### config.mk
export PLATFORM = sky130hd
export DESIGN_NAME = asteroid_scheduler
export DESIGN_NICKNAME = d
export VERILOG_FILES = /design/src/rtl/asteroid_pkg.sv /design/src/rtl/asteroid_pixel_mux.sv /design/src/rtl/asteroid_scheduler.sv
export SDC_FILE = /design/constraint.sdc
export NUM_CORES = 1
export LEC_CHECK = 0
export BUFFER_PORTS_ARGS = -buffer_cell sky130_fd_sc_hd__buf_4
export CORE_MARGIN = 2
export CORE_UTILIZATION = 45
export CTS_BUF_LIST = sky130_fd_sc_hd__clkbuf_8
export DETAILED_ROUTE_END_ITERATION = 8
export PLACE_DENSITY = 0.74
export SKIP_LAST_GASP = 1
export SYNTH_ARGS = -nofsm -noshare
export SYNTH_HDL_FRONTEND = slang
export SYNTH_SLANG_ARGS = --single-unit
### constraint.sdc
create_clock -name clk -period 8.8 [get_ports clk]
set_clock_uncertainty 0.05 [all_clocks]
set_input_delay 0.88 -clock clk [delete_from_list [all_inputs] [get_ports clk]]
set_output_delay 0.88 -clock clk [all_outputs]
set_load 0.01 [all_outputs]
### src/rtl/asteroid_pkg.sv
// asteroid_pkg: shared FSM states, LFSR constants and invulnerability length for the asteroid scheduler
package asteroid_pkg;
    typedef enum logic [1:0] {IDLE, PLAY, HIT, OVER} state_t;
    localparam logic [15:0] LFSR_SEED = 16'hACE1;
    localparam logic [15:0] LFSR_TAPS = 16'hB400;
    localparam int INVULN_FRAMES = 60;
    function automatic logic [15:0] lfsr_next(input logic [15:0] v);
        return v[0] ? (v >> 1) ^ LFSR_TAPS : v >> 1;
    endfunction
endpackage

### src/rtl/asteroid_pixel_mux.sv
// asteroid_pixel_mux: registered fixed-priority merge of asteroid pixels, lowest index wins
module asteroid_pixel_mux #(
    parameter int N = 10,
    parameter int W = 4
) (
    input  logic           clk,
    input  logic           rst,
    input  logic [N-1:0]   ast_drawing,
    input  logic [N*W-1:0] ast_pixel,
    output logic [W-1:0]   pixel,
    output logic           drawing
);
    logic [W-1:0] pix;
    always_comb begin
        pix = '0;
        for (int i = N - 1; i >= 0; i--)
            pix = ast_drawing[i] ? ast_pixel[i*W +: W] : pix;
    end
    always_ff @(posedge clk) begin
        if (rst) begin
            pixel <= '0;
            drawing <= 1'b0;
        end else begin
            pixel <= pix;
            drawing <= |ast_drawing;
        end
    end
endmodule

### src/rtl/asteroid_scheduler.sv
// asteroid_scheduler: game FSM, kill/score/speed bookkeeping and asteroid layer merge.
// Define ASTEROID_SCHED_INVULN_EN to hold HIT for INVULN_FRAMES frames with ship collisions ignored.
module asteroid_scheduler
    import asteroid_pkg::*;
#(
    parameter int ASTEROID_COUNT = 10,
    parameter int COLR_BITS      = 4,
    parameter int KILLS_PER_WAVE = 16,
    parameter int MAX_SPEED      = 8,
    parameter int START_LIVES    = 3
) (
    input  logic                          clk,
    input  logic                          rst,
    input  logic                          frame,
    input  logic                          start,
    input  logic [ASTEROID_COUNT-1:0]     ast_drawing,
    input  logic [ASTEROID_COUNT*COLR_BITS-1:0] ast_pixel,
    input  logic                          bullet_drawing,
    input  logic                          ship_drawing,
    output logic [ASTEROID_COUNT-1:0]     shot,
    output logic [7:0]                    speed,
    output logic [15:0]                   rand_factor,
    output logic [COLR_BITS-1:0]          pixel,
    output logic                          drawing,
    output logic [15:0]                   score,
    output logic [1:0]                    lives,
    output logic                          game_over
);
    state_t state;
    logic [15:0] kill_cnt, kills_now, kc_sum;
    logic [16:0] score_sum;
    logic [ASTEROID_COUNT-1:0] shot_base, hits;
    logic start_q, collide;

    asteroid_pixel_mux #(.N(ASTEROID_COUNT), .W(COLR_BITS)) u_mux (
        .clk(clk), .rst(rst), .ast_drawing(ast_drawing), .ast_pixel(ast_pixel),
        .pixel(pixel), .drawing(drawing)
    );

    // a frame pulse retires the old frame's flags before this cycle's hits are merged in
    always_comb begin
        shot_base = frame ? '0 : shot;
        hits = bullet_drawing ? ast_drawing & ~shot_base : '0;
        kills_now = '0;
        for (int i = 0; i < ASTEROID_COUNT; i++)
            kills_now = kills_now + 16'(hits[i]);
        score_sum = {1'b0, score} + {1'b0, kills_now};
        kc_sum = kill_cnt + kills_now;
        collide = state == PLAY && ship_drawing && |ast_drawing;
    end

    assign game_over = state == OVER;

`ifdef ASTEROID_SCHED_INVULN_EN
    logic [6:0] inv_cnt;
    logic hit_done;
    always_ff @(posedge clk)
        inv_cnt <= rst || state != HIT ? '0 : inv_cnt + 7'(frame);
    assign hit_done = inv_cnt == 7'(INVULN_FRAMES - 1);
`endif

    always_ff @(posedge clk) begin
        if (rst) begin
            state <= IDLE;
            score <= '0;
            lives <= '0;
            speed <= '0;
            shot <= '1;
            kill_cnt <= '0;
            start_q <= 1'b0;
            rand_factor <= LFSR_SEED;
        end else begin
            rand_factor <= lfsr_next(rand_factor);
            start_q <= start;
            case (state)
                IDLE: if (start) begin
                    state <= PLAY;
                    score <= '0;
                    lives <= 2'(START_LIVES);
                    speed <= 8'd1;
                    kill_cnt <= '0;
                end
                OVER: if (start && !start_q) state <= IDLE;
                default: begin
                    shot <= shot_base | hits;
                    score <= score_sum[16] ? '1 : score_sum[15:0];
                    kill_cnt <= kc_sum >= 16'(KILLS_PER_WAVE) ? kc_sum - 16'(KILLS_PER_WAVE) : kc_sum;
                    if (kc_sum >= 16'(KILLS_PER_WAVE) && speed < 8'(MAX_SPEED))
                        speed <= speed + 8'd1;
                    if (collide) begin
                        lives <= lives - 2'd1;
                        state <= lives == 2'd1 ? OVER : HIT;
                        if (lives == 2'd1) begin
                            speed <= '0;
                            shot <= '1;
                        end
                    end else if (state == HIT && frame)
`ifdef ASTEROID_SCHED_INVULN_EN
                        state <= hit_done ? PLAY : HIT;
`else
                        state <= PLAY;
`endif
                end
            endcase
        end
    end
endmodule
# ---- Word level (Yosys, flattened, before mapping)
# Cells that the tools add are included.
dict set report word_totals {
  regBits 76
  in_bits 56
  wordCells 85
  output_inout_bits 58
}
dict set report classes {
  order_cmp 2
  n_reduce_logical 14
  muxes 34
  n_addsub 14
  n_bitwise 5
  eq_ne 6
}
# cell n
set ops {}
lappend ops {{$mux W16} 4}
lappend ops {{$pmux W16 S2} 2}
lappend ops {{$mux W10} 4}
lappend ops {{$mux W4} 10}
lappend ops {{$mux W8} 4}
lappend ops {{$add A16 B10 Y17} 1}
lappend ops {{$add A16 B10 Y16} 1}
lappend ops {{$ge A16 B5 Y1 const B} 1}
lappend ops {{$pmux W8 S2} 1}
lappend ops {{$sub A16 B5 Y16 const B} 1}
lappend ops {{$mux W2} 6}
lappend ops {{$add A9 B1 Y10} 1}
lappend ops {{$and A10 B10 Y10} 1}
lappend ops {{$not A10 Y10} 1}
lappend ops {{$or A10 B10 Y10} 1}
lappend ops {{$reduce_or A10 Y1} 1}
lappend ops {{$add A8 B1 Y9} 1}
lappend ops {{$add A7 B1 Y8} 1}
lappend ops {{$add A8 B1 Y8 const B} 1}
lappend ops {{$lt A8 B4 Y1 const B} 1}
lappend ops {{$pmux W2 S2} 2}
lappend ops {{$add A6 B1 Y7} 1}
lappend ops {{$add A5 B1 Y6} 1}
lappend ops {{$reduce_and A3 Y1} 2}
lappend ops {{other kinds (19)} 25}

# ---- Depth between registers and ports, before layout
# Gate-level depths: netlist of run 1.
dict set report logic_depth {
  ltp_word 20
  ltp_mapped 26
  mapped_depth_nobuf 23
}

# ---- Hierarchy
# A second synthesis of run 1 with hierarchy kept.
dict set report hier_totals {
  hier_cells 571
  hier_area_um2 4633.2
}
# module cells_each seq_area_each_um2 instances area_each_um2
set modules_own_cells {}
lappend modules_own_cells {asteroid_scheduler 500 1421.4 1 4124.0}
lappend modules_own_cells {asteroid_pixel_mux 71 100.1 1 509.2}

# ---- Least setup slack after synthesis of run 1
# No wires, ideal clock.
dict set report synth_timing {
  path_kind {input port to flip-flop}
  start {in bullet_drawing}
  end {reg kill_cnt[15]}
  t_required_ns 8.629
  arrival_time_ns 6.704
  stages 20
  path_buffers 1
  setup_slack_ns 1.926
  setup_ns 0.121
  path_cell_list {clkbuf_1 > nand2_1 > a21oi_1 > fa_1 > inv_1 > fa_1 > fa_1 > inv_1 > ha_1 > fa_1 > inv_1 > fa_1 > nand2b_1 > a211oi_4 > mux2i_1 > a2111o_1 > or4b_1 > or3_1 > a31o_1 > mux2_2}
}
dict set report synth_via {
  elab_chain_cells 14
  elab_cells_between_ends 15
  classes_between {add/sub (11); order compare (1); mux (3)}
}
# element line
set synth_lines {}
lappend synth_lines {{from (decl)} asteroid_scheduler.sv:18} ;# input logic bullet_drawing,
lappend synth_lines {{$mux W10 (*)} asteroid_scheduler.sv:43} ;# hits = bullet_drawing ? ast_drawing & ~shot_base : '0;
lappend synth_lines {{$add A1 B1 Y2} asteroid_scheduler.sv:46} ;# kills_now = kills_now + 16'(hits[i]);
lappend synth_lines {{$add A2 B1 Y3} asteroid_scheduler.sv:46}
lappend synth_lines {{$add A3 B1 Y4} asteroid_scheduler.sv:46}
lappend synth_lines {{$add A4 B1 Y5} asteroid_scheduler.sv:46}
lappend synth_lines {{$add A5 B1 Y6} asteroid_scheduler.sv:46}
lappend synth_lines {{$add A6 B1 Y7} asteroid_scheduler.sv:46}
lappend synth_lines {{$add A7 B1 Y8} asteroid_scheduler.sv:46}
lappend synth_lines {{$add A8 B1 Y9} asteroid_scheduler.sv:46}
lappend synth_lines {{$add A9 B1 Y10 (*)} asteroid_scheduler.sv:46}
lappend synth_lines {{$add A16 B10 Y16 (*)} asteroid_scheduler.sv:48} ;# kc_sum = kill_cnt + kills_now;
lappend synth_lines {{$sub A16 B5 Y16 or $ge A16 B5 Y1 (tied branches)} asteroid_scheduler.sv:87} ;# kill_cnt <= kc_sum >= 16'(KILLS_PER_WAVE) ? kc_sum - 16'(KILLS_PER_WAVE) : kc_sum;
lappend synth_lines {{$mux W16 (*)} asteroid_scheduler.sv:87}
lappend synth_lines {{$pmux W16 S2 (*)} asteroid_scheduler.sv:75} ;# case (state)
lappend synth_lines {{to (signal assigned)} asteroid_scheduler.sv:87}
lappend synth_lines {{to (decl)} asteroid_scheduler.sv:30} ;# logic [15:0] kill_cnt, kills_now, kc_sum;
# Every way passes the cells marked *; elsewhere a longest branch is shown, timed or not.
# A chain may end at the register's enable or synchronous reset.

# ---- Worst setup path in the final report of run 1
dict set report layout_timing {
  start {in frame}
  end {reg kill_cnt[15]}
}
dict set report layout_via {
  elab_chain_cells 17
  elab_cells_between_ends 18
  classes_between {add/sub (11); order compare (1); mux (4); bitwise (2)}
}
# element line
set layout_lines {}
lappend layout_lines {{from (decl)} asteroid_scheduler.sv:14} ;# input logic frame,
lappend layout_lines {{$mux W10 (*)} asteroid_scheduler.sv:42} ;# shot_base = frame ? '0 : shot;
lappend layout_lines {{$not A10 Y10 (*)} asteroid_scheduler.sv:43}
lappend layout_lines {{$and A10 B10 Y10 (*)} asteroid_scheduler.sv:43}
lappend layout_lines {{$mux W10 (*)} asteroid_scheduler.sv:43}
lappend layout_lines {{$add A1 B1 Y2} asteroid_scheduler.sv:46}
lappend layout_lines {{$add A2 B1 Y3} asteroid_scheduler.sv:46}
lappend layout_lines {{$add A3 B1 Y4} asteroid_scheduler.sv:46}
lappend layout_lines {{$add A4 B1 Y5} asteroid_scheduler.sv:46}
lappend layout_lines {{$add A5 B1 Y6} asteroid_scheduler.sv:46}
lappend layout_lines {{$add A6 B1 Y7} asteroid_scheduler.sv:46}
lappend layout_lines {{$add A7 B1 Y8} asteroid_scheduler.sv:46}
lappend layout_lines {{$add A8 B1 Y9} asteroid_scheduler.sv:46}
lappend layout_lines {{$add A9 B1 Y10 (*)} asteroid_scheduler.sv:46}
lappend layout_lines {{$add A16 B10 Y16 (*)} asteroid_scheduler.sv:48}
lappend layout_lines {{$sub A16 B5 Y16 or $ge A16 B5 Y1 (tied branches)} asteroid_scheduler.sv:87}
lappend layout_lines {{$mux W16 (*)} asteroid_scheduler.sv:87}
lappend layout_lines {{$pmux W16 S2 (*)} asteroid_scheduler.sv:75}
# Marked as above.

==> results.md, run 1 <==
* Status: finished, final reports clean
* Root buffer cell: clkbuf_8
* GP Congestion at 0.906
* Clk pwr share at 20.3%
* Worst setup margin at 1.84 ns
* Placement Rows at 37
* GRT overflow at 0
* Clock buffer depth at 2
* Post-Synth XOR/XNOR Area at 3.57%
* WL/cell at 15.8 microns
* Top post-synthesis cells by area: dfxtp_1 33%, a21oi_1 6.8%, nand2_1 6.0%, ha_1 4.8%, nor2_1 3.5%
* 1st-iter DRT viols at 331
* Syn Area/Cell at 8.01 sq um
* Slew @ Worst Pin at 0.971 ns
* WP buf/inv at 5
* CP endpoint kind: register
* Top delay family on crit path: adder cells
* Fmax at 144 MHz
* ANT nets after route at 0
* Die Span Y at 106 microns
* Cell variety after synth at 70
* Vias per std cell at 5.78
* Async SR Flop Fraction at 0%
* Simple-gate share of the synthesized area at 23.8%
* Combinational power share at 49.2%
* Leak at 2.50 nW
* CTS hold repair buffers at 0
* Max_cap viols at 0
* DRC viols at 0
* Post-layout net count at 761
* Initial Util at 45.8%
* Initial antenna violation count at 0
* EDFF count, synth at 0
* Die Width at 106 microns
* Main combinational cell family by area after synthesis: compound AO/OA/AOI/OAI gates
* Peak VDD IR at 0.232 mV
* Synthesized Nets at 664
* Pwr Density at 264 mW/mm^2
* Synth top cells by count: 76 x dfxtp_1, 75 x nand2_1, 63 x a21oi_1
* Final period utilization at 79.1%
* TNS Setup at 0 ns
* Core ar. at 0.0102 sq mm
* Clock transition at path regs at 0.09 ns
* Total CTS buffers at 9
* First-pass GRT wire length at 21400 microns
* Share of cells above drive strength 1 at 21.9%
* Routed vias at 4740
* Worst Path Required at 9.00 ns
* Leading area contributor after synthesis: dfxtp_1
* Slew Limit Fails at 0
* Setup WS pre-CTS at 1.48 ns
* Count leader, synth: dfxtp_1
* Critical path cell sequence: buf_4 > clkinv_1 > a21oi_1 > fa_1 > inv_1 > fa_1 > fa_1 > inv_1 > ha_1 > fa_1 > inv_1 > fa_1 > nand2b_1 > a211oi_4 > mux2i_1 > a2111o_1 > or4b_1 > or3_1 > a31o_1 > mux2_2
* Largest net degree at the start of global routing at 60
* Synth warn at 0
* CTS tree: yes
* PortBufs at 113
* Worst path max stage delay at 0.59 ns
* H-tree Lvls at 3
* Worst Setup Path Type: in -> reg
* Psw at 0.000640 W
* Synthesized instance count at 582
* Area delta synth->final at 24.8%
* CP max-delay cell: fa_1
* Full die area at 0.0112 sq mm
* Startpoint types: input port
* Setup Fix Bufs, Post-CTS at 0
* Worst Hold Class: reg -> reg
* Most used cell, CP: fa_1
* Drt first pass iters at 5
* Slew Limit Headroom at 34.7%
* Top cell type's share of synthesized area at 32.6%
* Switch share at 41.6%
* Setup violators final at 0
* Synth Area in Compound Gates at 25.3%
* Sink Count at 76
* Latest clock arrival within the worst-skew pair at 0.36 ns
* Mux contribution to synthesized area at 1.74%
* RSZ-0062 raised after global routing: no
* Final hold viol count at 0
* Top FF cell, synth: dfxtp_1
* Post-Route WL at 13000 microns
* Vias in the first global route at 4442
* Reg power frac at 30.5%
* Cell Int Power at 0.000897 W
* Mapped cell area at 0.00466 sq mm
* DP HPWL at 9600 microns
* CTS resizes at 0
* Tmin final at 6.96 ns
* Gr usage total at 23.5%
* Post-Synth Adder-Cell Area at 8.27%
* Sequential-to-total area share from yosys stat at 32.6%
* Ports at 114
* Ant diodes at 0
* Crit path DAT at 7.16 ns
* Crit path max fanout at 10
* Seq cells post-synth at 76
[layout by cell type, fill, tap and decap left out, types with 5 or more instances in the layout]
cell / n
nor2_1: 43
buf_4: 116
inv_1: 26
nand4_1: 8
nor3_1: 13
o21ai_1: 5
a21oi_1: 63
nand3_1: 12
dfxtp_1: 76
xnor2_1: 10
or3_1: 8
and2_1: 8
a22oi_1: 5
a21o_1: 8
ha_1: 18
a221o_1: 10
and3_1: 10
o211ai_1: 5
o21ai_0: 21
mux2i_1: 7
a311oi_1: 5
nor2b_1: 14
clkbuf_8: 10
or2_2: 7
fa_1: 8
xor2_1: 9
a31oi_1: 6
nand2_1: 75
[metrics by stage]
step	cell area [sq um]	hold WS (ns)	power, W	cells	util (%)
after floorplan	4660	0.414	0.00101	582	-
after global placement	5590	0.374	0.00120	804	54.8
after detailed placement	5590	0.383	0.00123	804	54.8
after CTS	5820	0.409	0.00154	820	57.1
after global routing	5820	0.419	0.00166	820	57.1
final	5820	0.403	0.00154	820	57.1
[cells by family (layout without fill, tap and decap cells)]
logic type	count (synthesis)	after routing
multiplexers	8	8
AO/OA/AOI/OAI	173	173
AND/OR/NAND/NOR	223	223
buffers and inverters	57	159
XOR/XNOR	19	19
flip-flops	76	76
adder cells (fa/ha/maj)	26	26
[layout make-up]
| type | instances | area, sq um |
|---|---|---|
| multi-input combinational | 449 | 2920 |
| inverter | 27 | 101 |
| timing repair buffer | 116 | 871 |
| clock inverter | 6 | 93.8 |
| sequential | 76 | 1520 |
| fill | 956 | 4370 |
| tap | 136 | 170 |
| clock buffer | 10 | 138 |
[metal layers]
metal	vias to the layer above	GRT usage [%]	part of all wire, %
met5	-	0	0
met1	2205	30.0	42
met2	213	38.9	47
met4	0	7.61	1.9
li1	2299	-	-
met3	23	5.69	8.5
[state kept, by name, indices dropped and copies added, names as in the netlist]
signal         cells
kill_cnt          16
lives              2
rand_factor       16
score             16
shot              10
speed              8
start_q            1
state              2
u_mux.drawing      1
u_mux.pixel        4
[worst paths after layout]
kind | startpoint | endpoint | slack [ns] | cells after the start
max reg2reg | shot[0] | kill_cnt[15] | 2.30 | 18
max | frame | kill_cnt[15] | 1.84 | 20
min reg2reg | rand_factor[8] | rand_factor[7] | 0.40 | 1
min | rand_factor[8] | rand_factor[7] | 0.40 | 1
[power groups by stage]
stage / Combinational [W] / Sequential [W] / Clock (W)
after detailed placement: 0.000751 / 0.000475 / 0
after floorplan: 0.000539 / 0.000467 / 0
final: 0.000756 / 0.000469 / 0.000312
after CTS: 0.000756 / 0.000467 / 0.000320
after global placement: 0.000731 / 0.000473 / 0
after global routing: 0.000851 / 0.000478 / 0.000335
(Power assumes the default switching activity.)
==> inputs of run 2 (changes only) <==
==> constraint.sdc (replaced) <==
create_clock -name clk -period 7.1 [get_ports clk]
set_clock_uncertainty 0.05 [all_clocks]
set_input_delay 0.71 -clock clk [delete_from_list [all_inputs] [get_ports clk]]
set_output_delay 0.71 -clock clk [all_outputs]
set_load 0.01 [all_outputs]
==> run 2 against run 1 <==
Effect of this change: final cell count up 0.61%; register-to-register slack worse by 1.6 ns; setup slack worse by 1.4 ns; clock power up 25%; die area unchanged; sequential power up 24%; design area up 0.80%; combinational power up 32%; global-route usage up 0.24 points; sequential cell count unchanged; critical path type unchanged; critical endpoint is now kill_cnt[4]; highest routed layer unchanged.
==> results.md, run 2 (same netlist as run 1, synthesis figures left out) <==
* Crit path max fanout at 8
* Peak VDD IR at 0.215 mV
* WL/cell at 16.3 microns
* Biggest regs: kill_cnt (16), rand_factor (16), score (16)
* Initial Util at 45.8%
* Flop2flop setup slack at 0.69 ns
* CTS resizes at 0
* GP Congestion at 0.950
* Die Span Y at 106 microns
* Worst Path Required at 7.35 ns
* Final core utilization at 57.6%
* Routed met1 length at 5890 microns
* Fmax at 151 MHz
* RSZ-0062 raised after global routing: no
* Crit path DAT at 6.89 ns
* H-tree Lvls at 3
* Final hold viol count at 0
* Commonest cells after routing, fill and taps aside: 121 x buf_4, 76 x dfxtp_1, 75 x nand2_1
* Drt first pass iters at 5
* Worst Hold Class: reg -> reg
* Area occupied by multi-input gates at 0.00293 sq mm
* Pwr Density at 336 mW/mm^2
* Setup Fix Bufs, Post-CTS at 0
* Leak at 2.53 nW
* ANT nets after route at 0
* Root buffer cell: clkbuf_8
* CTS tree: yes
* Filler cells at 947
* Die Width at 106 microns
* Slew Limit Fails at 0
* Met2 routed WL at 6280 microns
* Area delta synth->final at 25.8%
* Met3 routed WL at 933 microns
* Full die area at 0.0112 sq mm
* Largest net degree at the start of global routing at 60
* Routed vias at 4783
* Status: finished, final reports clean
* Worst Setup Path Type: in -> reg
* Share of cells above drive strength 1 at 22.5%
* DRC viols at 0
* Vias per std cell at 5.80
* Clock transition at path regs at 0.09 ns
* Latest clock arrival within the worst-skew pair at 0.37 ns
* Tmin final at 6.64 ns
* Gr usage total at 23.7%
* DP HPWL at 9790 microns
* Post-Route WL at 13400 microns
* Ant diodes at 0
* Startpoint types: input port
* DR top layer: met4
* Final period utilization at 93.5%
* Sink Count at 76
* Total CTS buffers at 9
* 1st-iter DRT viols at 307
* Slew Limit Headroom at 32.2%
* Setup violators final at 0
* Vias in the first global route at 4566
* Commonest non-fill, non-tap cell in the layout: buf_4
* Slew @ Worst Pin at 1.01 ns
* Placement Rows at 37
* Register Area at 0.00152 sq mm
* GRT overflow at 0
* Clock buffer depth at 2
* PortBufs at 113
* CTS hold repair buffers at 0
* Core ar. at 0.0102 sq mm
* Ports at 114
* First-pass GRT wire length at 21700 microns
* TNS Setup at 0 ns
* Post-layout net count at 766
* Initial antenna violation count at 0
* CP endpoint kind: register
* Max_cap viols at 0
[run 2: cell types whose count changed in the layout (fill, tap and decap cells not counted), sizes merged]
cell  before  now
buf      116  121
[run 2: where the power goes]
group / internal [W] / total, W / switching (W)
combinational: 0.000440 / 0.000999 / 0.000559
clock: 0.000211 / 0.000391 / 0.000180
sequential: 0.000497 / 0.000582 / 0.0000851
total: 0.00115 / 0.00197 / 0.000824
[run 2: path summary, 6_finish.rpt]
| path | start | endpoint | cells past startpoint |
|---|---|---|---|
| min reg2reg | rand_factor[8] | rand_factor[7] | 1 |
| max | frame | kill_cnt[4] | 25 |
| min | rand_factor[8] | rand_factor[7] | 1 |
| max reg2reg | shot[0] | kill_cnt[4] | 23 |
[run 2: worst max-delay path: stages]
cell and delay, ns:
buf_4 0.10, clkinv_1 0.16, a21oi_1 0.28, fa_1 0.46, inv_1 0.09, fa_1 0.43
fa_1 0.55, inv_1 0.04, ha_1 0.21, fa_1 0.60, inv_1 0.09, fa_1 0.46
nand2b_1 0.28, a21oi_1 0.35, xnor2_1 0.19, inv_1 0.07, ha_1 0.17, and4b_1 0.20
o21ai_0 0.15, nand3_1 0.19, nor4_4 0.36, buf_4 0.24, xor2_1 0.09, or3_1 0.32
o21ai_1 0.07
[run 2: layout make-up]
cell class,count,share of cell area (%)
clock buffers,10,2.35
flip-flops and latches,76,25.9
repair buffers,121,15.5
multi-input cells,449,50.0
inverters,27,1.73
clock inverters,6,1.60
well taps,136,2.90
[run 2: metrics by stage]
stage / cells / cell area (sq um) / setup WS (ns) / power [W] / hold WS (ns)
6_report: 825 / 5860 / 0.462 / 0.00197 / 0.396
5_1_grt: 825 / 5860 / 0.0238 / 0.00211 / 0.407
4_1_cts: 825 / 5850 / 0.449 / 0.00195 / 0.403
3_5_place_dp: 809 / 5620 / 0.0860 / 0.00155 / 0.387
3_3_place_gp: 809 / 5620 / 0.321 / 0.00153 / 0.374
2_1_floorplan: 582 / 4660 / 0.396 / 0.00125 / 0.414
[run 2: per-layer routing]
layer	up-vias	GRT usage, %
li1	2301	-
met1	2256	30.1
met2	195	40.1
met3	31	4.21
met4	0	8.83
met5	-	0
